**src/rtl/iiitb_3bit_rr_arbiter.sv**
```systemverilog
// iiitb_3bit_rr_arbiter: three-way round-robin arbiter with registered one-hot
// grants and a one-hot rotating priority pointer. A grant is held while its
// owner keeps requesting, and on release it passes straight to the next winner
// without an idle cycle.
// Optional feature macro: IIITB_RR_HOLD_LIMIT_EN. When it is defined, a holder
// that has owned the grant for MAX_HOLD cycles is preempted if anyone else is
// waiting.
module iiitb_3bit_rr_arbiter #(
  parameter int MAX_HOLD = 4
) (
  input  logic       Clock,
  input  logic       Reset,
  input  logic [2:0] Req,
  output logic [2:0] Grant,
  output logic       Grant_valid,
  output logic [1:0] Grant_id,
  output logic [2:0] Ptr_out
);

  typedef enum logic {
    IDLE  = 1'b0,
    OWNED = 1'b1
  } state_t;

  state_t     state, state_n;
  logic [2:0] grant_n;
  logic [2:0] ptr_n;
  logic [2:0] others_req;
  logic [2:0] win;
  logic       holder_req;

  // Reject an illegal hold limit at elaboration time.
  if (MAX_HOLD < 1 || MAX_HOLD > 15) begin : g_bad_max_hold
    $error("MAX_HOLD must be in the range 1..15");
  end

`ifdef IIITB_RR_HOLD_LIMIT_EN
  localparam logic [3:0] HOLD_MAX = 4'(MAX_HOLD);
  logic [3:0] hold_cnt, hold_cnt_n;
`endif

  // Pick the first requester at or after the pointer bit, scanning 0->1->2->0.
  // The request vector is rotated so the pointer position lands on bit 0, the
  // lowest set bit is isolated, and the result is rotated back.
  function automatic logic [2:0] rr_pick(input logic [2:0] ptr, input logic [2:0] req);
    logic [2:0] rot_req;
    logic [2:0] rot_win;
    logic [2:0] result;
    case (ptr)
      3'b010:  rot_req = {req[0], req[2], req[1]};
      3'b100:  rot_req = {req[1], req[0], req[2]};
      default: rot_req = req;
    endcase
    rot_win = rot_req & (~rot_req + 3'd1);
    case (ptr)
      3'b010:  result = {rot_win[1], rot_win[0], rot_win[2]};
      3'b100:  result = {rot_win[0], rot_win[2], rot_win[1]};
      default: result = rot_win;
    endcase
    return result;
  endfunction

  // Next-state, next-grant and pointer decisions for both states.
  always_comb begin
    state_n    = state;
    grant_n    = Grant;
    ptr_n      = Ptr_out;
    others_req = Req & ~Grant;
    holder_req = |(Req & Grant);
    win        = 3'b000;
`ifdef IIITB_RR_HOLD_LIMIT_EN
    hold_cnt_n = hold_cnt;
`endif
    case (state)
      IDLE: begin
        if (|Req) begin
          win     = rr_pick(Ptr_out, Req);
          grant_n = win;
          ptr_n   = {win[1:0], win[2]};
          state_n = OWNED;
`ifdef IIITB_RR_HOLD_LIMIT_EN
          hold_cnt_n = 4'd1;
`endif
        end
      end
      OWNED: begin
        if (!holder_req) begin
          // Owner released: hand over in the same edge if anyone else waits.
          win = rr_pick(Ptr_out, others_req);
          if (|win) begin
            grant_n = win;
            ptr_n   = {win[1:0], win[2]};
`ifdef IIITB_RR_HOLD_LIMIT_EN
            hold_cnt_n = 4'd1;
`endif
          end else begin
            grant_n = 3'b000;
            state_n = IDLE;
`ifdef IIITB_RR_HOLD_LIMIT_EN
            hold_cnt_n = 4'd0;
`endif
          end
        end
`ifdef IIITB_RR_HOLD_LIMIT_EN
        else if (hold_cnt == HOLD_MAX && |others_req) begin
          // Hold limit reached with others waiting: force a hand-over.
          win        = rr_pick(Ptr_out, others_req);
          grant_n    = win;
          ptr_n      = {win[1:0], win[2]};
          hold_cnt_n = 4'd1;
        end else if (hold_cnt != HOLD_MAX) begin
          hold_cnt_n = hold_cnt + 4'd1;
        end
`endif
      end
      default: begin
        state_n = IDLE;
        grant_n = 3'b000;
      end
    endcase
  end

  // Register state and all outputs so nothing combinational reaches the ports.
  always_ff @(posedge Clock) begin
    if (Reset) begin
      state       <= IDLE;
      Grant       <= 3'b000;
      Grant_valid <= 1'b0;
      Grant_id    <= 2'b00;
      Ptr_out     <= 3'b001;
    end else begin
      state       <= state_n;
      Grant       <= grant_n;
      Grant_valid <= |grant_n;
      Grant_id    <= {grant_n[2], grant_n[1]};
      Ptr_out     <= ptr_n;
    end
  end

`ifdef IIITB_RR_HOLD_LIMIT_EN
  // Hold counter: cycles the current owner has held its grant.
  always_ff @(posedge Clock) begin
    if (Reset) begin
      hold_cnt <= 4'd0;
    end else begin
      hold_cnt <= hold_cnt_n;
    end
  end
`endif

endmodule

```
**config.mk**
```make
export PLATFORM = sky130hd
export DESIGN_NAME = iiitb_3bit_rr_arbiter
export DESIGN_NICKNAME = d
export VERILOG_FILES = /design/src/rtl/iiitb_3bit_rr_arbiter.sv
export SDC_FILE = /design/constraint.sdc
export NUM_CORES = 1
export LEC_CHECK = 0
export CAP_MARGIN = 40
export CORE_MARGIN = 2
export CORE_UTILIZATION = 46
export CTS_BUF_LIST = sky130_fd_sc_hd__clkbuf_4 sky130_fd_sc_hd__clkbuf_8
export CTS_CLUSTER_DIAMETER = 50
export DETAILED_ROUTE_END_ITERATION = 12
export GPL_TIMING_DRIVEN = 0
export PLACE_DENSITY = 0.77
export SKIP_CTS_REPAIR_TIMING = 1
export SLEW_MARGIN = 20
export SYNTH_ARGS = -nofsm -noshare
export SYNTH_HDL_FRONTEND = slang
export SYNTH_SLANG_ARGS = --single-unit
```
**constraint.sdc**
```tcl
create_clock -name Clock -period 1.4 [get_ports Clock]
set_input_delay 0.28 -clock Clock [delete_from_list [all_inputs] [get_ports Clock]]
set_output_delay 0.28 -clock Clock [all_outputs]
set_load 0.01 [all_outputs]
```
==> After elaboration in Yosys (flattened, before gate mapping) <==
Cells that the tools add are included.
Widths: inputs -> output; s select.
{ "classes": {"add_sub_neg": 2, "mul": 0, "n_div": 0, "magnitude_cmp": 0, "eq_ne": 5, "shift": 0, "n_mux": 22, "bitwise_logic": 8, "reduce_logical": 5} }
{ "ops": {"columns": ["operator", "n"], "rows": [
  ["$mux 3", 12],
  ["$pmux 3 s2", 6],
  ["$and 3x3->3", 4],
  ["$reduce_or 3->1", 4],
  ["$not 3->3", 3],
  ["$add 3x1->3 const B", 2],
  ["$ne 2x2->1 const B", 2],
  ["$eq 3x2->1 const B", 1],
  ["$eq 3x3->1 const B", 1],
  ["$mux 1", 3],
  ["$reduce_and 3->1", 1],
  ["$ne 2x1->1 const B", 1],
  ["$pmux 1 s2", 1],
  ["$not 1->1", 1]
]} }
{ "word_totals": {"regBits": 10, "latchBits": 0, "ram_bits": 0, "mem_bits_ro": 0, "n_memories": 0} }

==> Logic depth before layout (Yosys ltp) <==
{ "depth": {"depth_word": 16, "mapped_depth": 6} }

==> Worst setup path after synthesis <==
Ideal clock, no wire load.
{ "synth_path": {"path_type": "register to register", "startpoint": "register Ptr_out[1]", "endpoint": "register Grant_valid", "setup_ns": 0.129, "arrival_time_ns": 1.269, "required_ns": 1.271, "slack_ns": 0.002, "stages_incl_launch_ff": 6, "path_buffers": 0, "synth_period_minus_slack_ns": 1.398, "path_cell_list": "dfxtp_1 and2b_1 o2111a_1 nand2b_1 a31oi_1 a31oi_1"} }
{ "synth_via": {"elab_chain_cells": 15} }
{ "synth_lines": {"columns": ["element", "line", "text"], "rows": [
  ["start: declaration", "17", "output logic [2:0] Ptr_out"],
  ["start signal: assignment", "136", "Ptr_out <= ptr_n;"],
  ["$eq 3x3->1 or $eq 3x2->1 (tied branches)", "49, 55", null],
  ["$pmux 3 s2", "49", "case (ptr)"],
  ["$mux 3", "87", "if (!holder_req) begin"],
  ["$mux 3", "74", "case (state)"],
  ["$not 3->3", "54", "rot_win = rot_req & (~rot_req + 3'd1);"],
  ["$add 3x1->3", "54", null],
  ["$and 3x3->3", "54", null],
  ["$pmux 3 s2", "55", "case (ptr)"],
  ["$mux 3", "87", null],
  ["$mux 3", "74", null],
  ["$reduce_or 3->1", "90", "if (|win) begin"],
  ["$mux 3", "90", null],
  ["$mux 3", "87", null],
  ["$pmux 3 s2 *", "74", null],
  ["$reduce_or 3->1 *", "134", "Grant_valid <= |grant_n;"],
  ["end signal: assignment", "134", null],
  ["end: declaration", "15", "output logic Grant_valid,"]
]} }
Every way passes the cells marked *; elsewhere a longest branch is shown, timed or not. The select of a mux whose other input is x is not followed.
A chain may end at the register's enable or synchronous reset.

==> Worst setup path after layout <==
Ends and elaborated chain as after synthesis.

==> impl_metrics.ini <==
[synthesis]
synth_top_area_cell = dfxtp_1
synthCells = 76
synth_cell_type_count = 36
synth_top_cells_by_area = dfxtp_1 (25%), nor2_1 (5.8%), a31oi_1 (3.9%)
yosysSeqAreaShare_pct = 25.0
yosysTopAreaCellShare_pct = 25.0
synthSimpleGateAreaFrac_pct = 35.5
synth_seq_cells = 8
synthAdderAreaFrac_pct = 0
synthesis.nets = 81
synth-xor-area-share_pct = 0
synth.top_cells.by_count = nor2_1 (10), dfxtp_1 (8), inv_1 (5), o21ai_0 (5), a31oi_1 (4)
synth_edf_count = 0
yosysWarnings = 0
synth_mux_area_share_pct = 1.75
syn-cell-area_sq_um = 642
synth_compound_area_share_pct = 28.3
yosysMostFrequentCell = nor2_1
avgSynthCellArea_sq_um = 8.45
synth_top_family_by_area = simple AND/OR/NAND/NOR gates
synthArstFlopShare_pct = 0
ys.flop_type = dfxtp_1

[worst_setup_path]
cp_num_cells = 5
path_buf_inv = 0
critical_path.max_stage_delay_ns = 0.38
worst_ep_arrival_time_ns = 1.56
required_ns = 1.53
cpLargestDelayFamily = compound AO/OA/AOI/OAI gates
rr_worst_depth = 5
crit_path_end_kind = register
critical_path_class = reg -> reg
worstPathCellList = and2b_1 > o2111a_1 > nand2b_4 > a31oi_4 > a31oi_1
startpoint_type = register
path_max_fanout = 8
crit_slowest_cell = dfxtp_4

[place]
post-place-ws_ns = -0.605
port_buffers = 11
globalplace.congestion = 0.791
dp_hpwl_microns = 1050
place_inst = 102
place_area_sq_um = 771

[clock_tree]
root_buffer = clkbuf_4
htree_num_levels = 1
path_clk_slew_ns = 0.05
tritoncts = built
cts_buffers = 3
clock_latency_ns = 0.26
clockBufferDepth = 2
cts_sinks = 8

[detailed_routing]
vias = 634
antenna_left = 0
drt-initial-drc-count = 25
wirelength_microns = 1630
drc = 0
via_per_inst = 5.93
post_drt_wl_per_cell_microns = 15.2
drt-pass1-iter-count = 4

[sta]
max_freq_ghz = 0.701
hold_viol = 0
fin_hold_ws_ns = 0.348
setup_viol = 1
tightest_slew_ns = 0.418
clock_skew_ns = 0.00470
final.period_utilization_pct = 102
slew_violations = 0
relSlewSlack_pct = 72.1
worst_slack_ns = -0.0260
grt_setup_unrepaired = yes
fin_crit_ns = 1.43

[floorplan]
fp-row-count = 13
dieArea_sq_mm = 0.00171
initial_utilization_pct = 49.3
die_w_microns = 41.4
die_h_microns = 41.4
boundaryPins = 14
coreArea_sq_mm = 0.00130

[hold_path]
min_path_cells = 3
holdCritPathClass = in -> reg

[cells_and_area]
drive_gt1_share_pct = 39.1
antennaDiodeCount = 0
nets = 99
nFillCells = 105
utilization_pct = 72.1
area_growth_pct = 46.2
final_cells = 107
fin_area_sq_um = 938

[run]
maxCapViolCount = 0

[grt]
grtUsageTotal_pct = 20.7
grt_pass1_wl_microns = 2160
grt-ovfl-total = 0
antenna_found_initial = 0
grt_start_max_net_pins = 11
grt_pass1_vias = 480

[power]
vdd_ir_drop_max_mv = 0.580
leakage_uw = 0.000503
p_per_area_mw_per_mm2 = 805

[outcome]
violations = setup timing
status = finished with violations
[registers in the layout, indices dropped and copies added (netlist names)]
| signal | cells |
|---|---|
| Grant | 3 |
| Ptr_out | 3 |
| Grant_valid | 1 |
| state | 1 |
[stage by stage]
stage,total power (uW),TNS (ns)
global route,805,-0.145
CTS,717,-3.00
finish,755,-0.0260
floorplan,449,0
detailed placement,537,-3.40
global placement,532,-3.31
[worst min-delay path, stage by stage]
cell,delay (ns)
buf_4,0.16
nor3_2,0.06
nor2_1,0.07
[final cells by class]
type / instances / area [sq um] / area share [%]
plain buffers: 6 / 51.3 / 5.47
clock buffers: 3 / 22.5 / 2.40
inverters: 5 / 18.8 / 2.00
multi-input cells: 57 / 494 / 52.7
flip-flops and latches: 8 / 176 / 18.8
well taps: 15 / 18.8 / 2.00
repair buffers: 13 / 156 / 16.7
[layout by cell type, fill, tap and decap left out, types with 3 or more instances in the layout]
master / n
inv_1: 5
dfxtp_4: 4
nor2_1: 8
dfxtp_1: 3
nand2_1: 3
dlymetal6s2s_1: 11
clkbuf_4: 3
o21ai_0: 4
buf_4: 5
nand2b_4: 3
[kinds of logic (layout without fill, tap and decap cells)]
group	after synthesis	count (layout)
simple gates	34	34
compound gates	22	22
buf+inv	11	27
flops	8	8
mux	1	1
[power by group]
| part | leakage (uW) | switching (uW) | internal, uW |
|---|---|---|---|
| combinational | 0.000420 | 149 | 147 |
| sequential | 0.0000692 | 32.2 | 251 |
| clock | 0.0000138 | 76.9 | 97.9 |
[metal layers]
| layer | wire length (microns) | GRT usage, % | up-vias |
|---|---|---|---|
| met5 | 0 | 0 | - |
| met4 | 31 | 10.5 | 0 |
| met3 | 95 | 8.51 | 7 |
| met2 | 835 | 29.7 | 22 |
| met1 | 665 | 26.3 | 297 |
| li1 | - | - | 308 |
[final timing paths]
path              startpoint  slack [ns]           to
hold reg to reg   Ptr_out[1]        0.57   Ptr_out[1]
setup / recovery  Ptr_out[1]       -0.03  Grant_valid
setup reg to reg  Ptr_out[1]       -0.03  Grant_valid
hold / removal        Req[1]        0.35        state
Note: power is estimated with default switching activity, not from simulation.
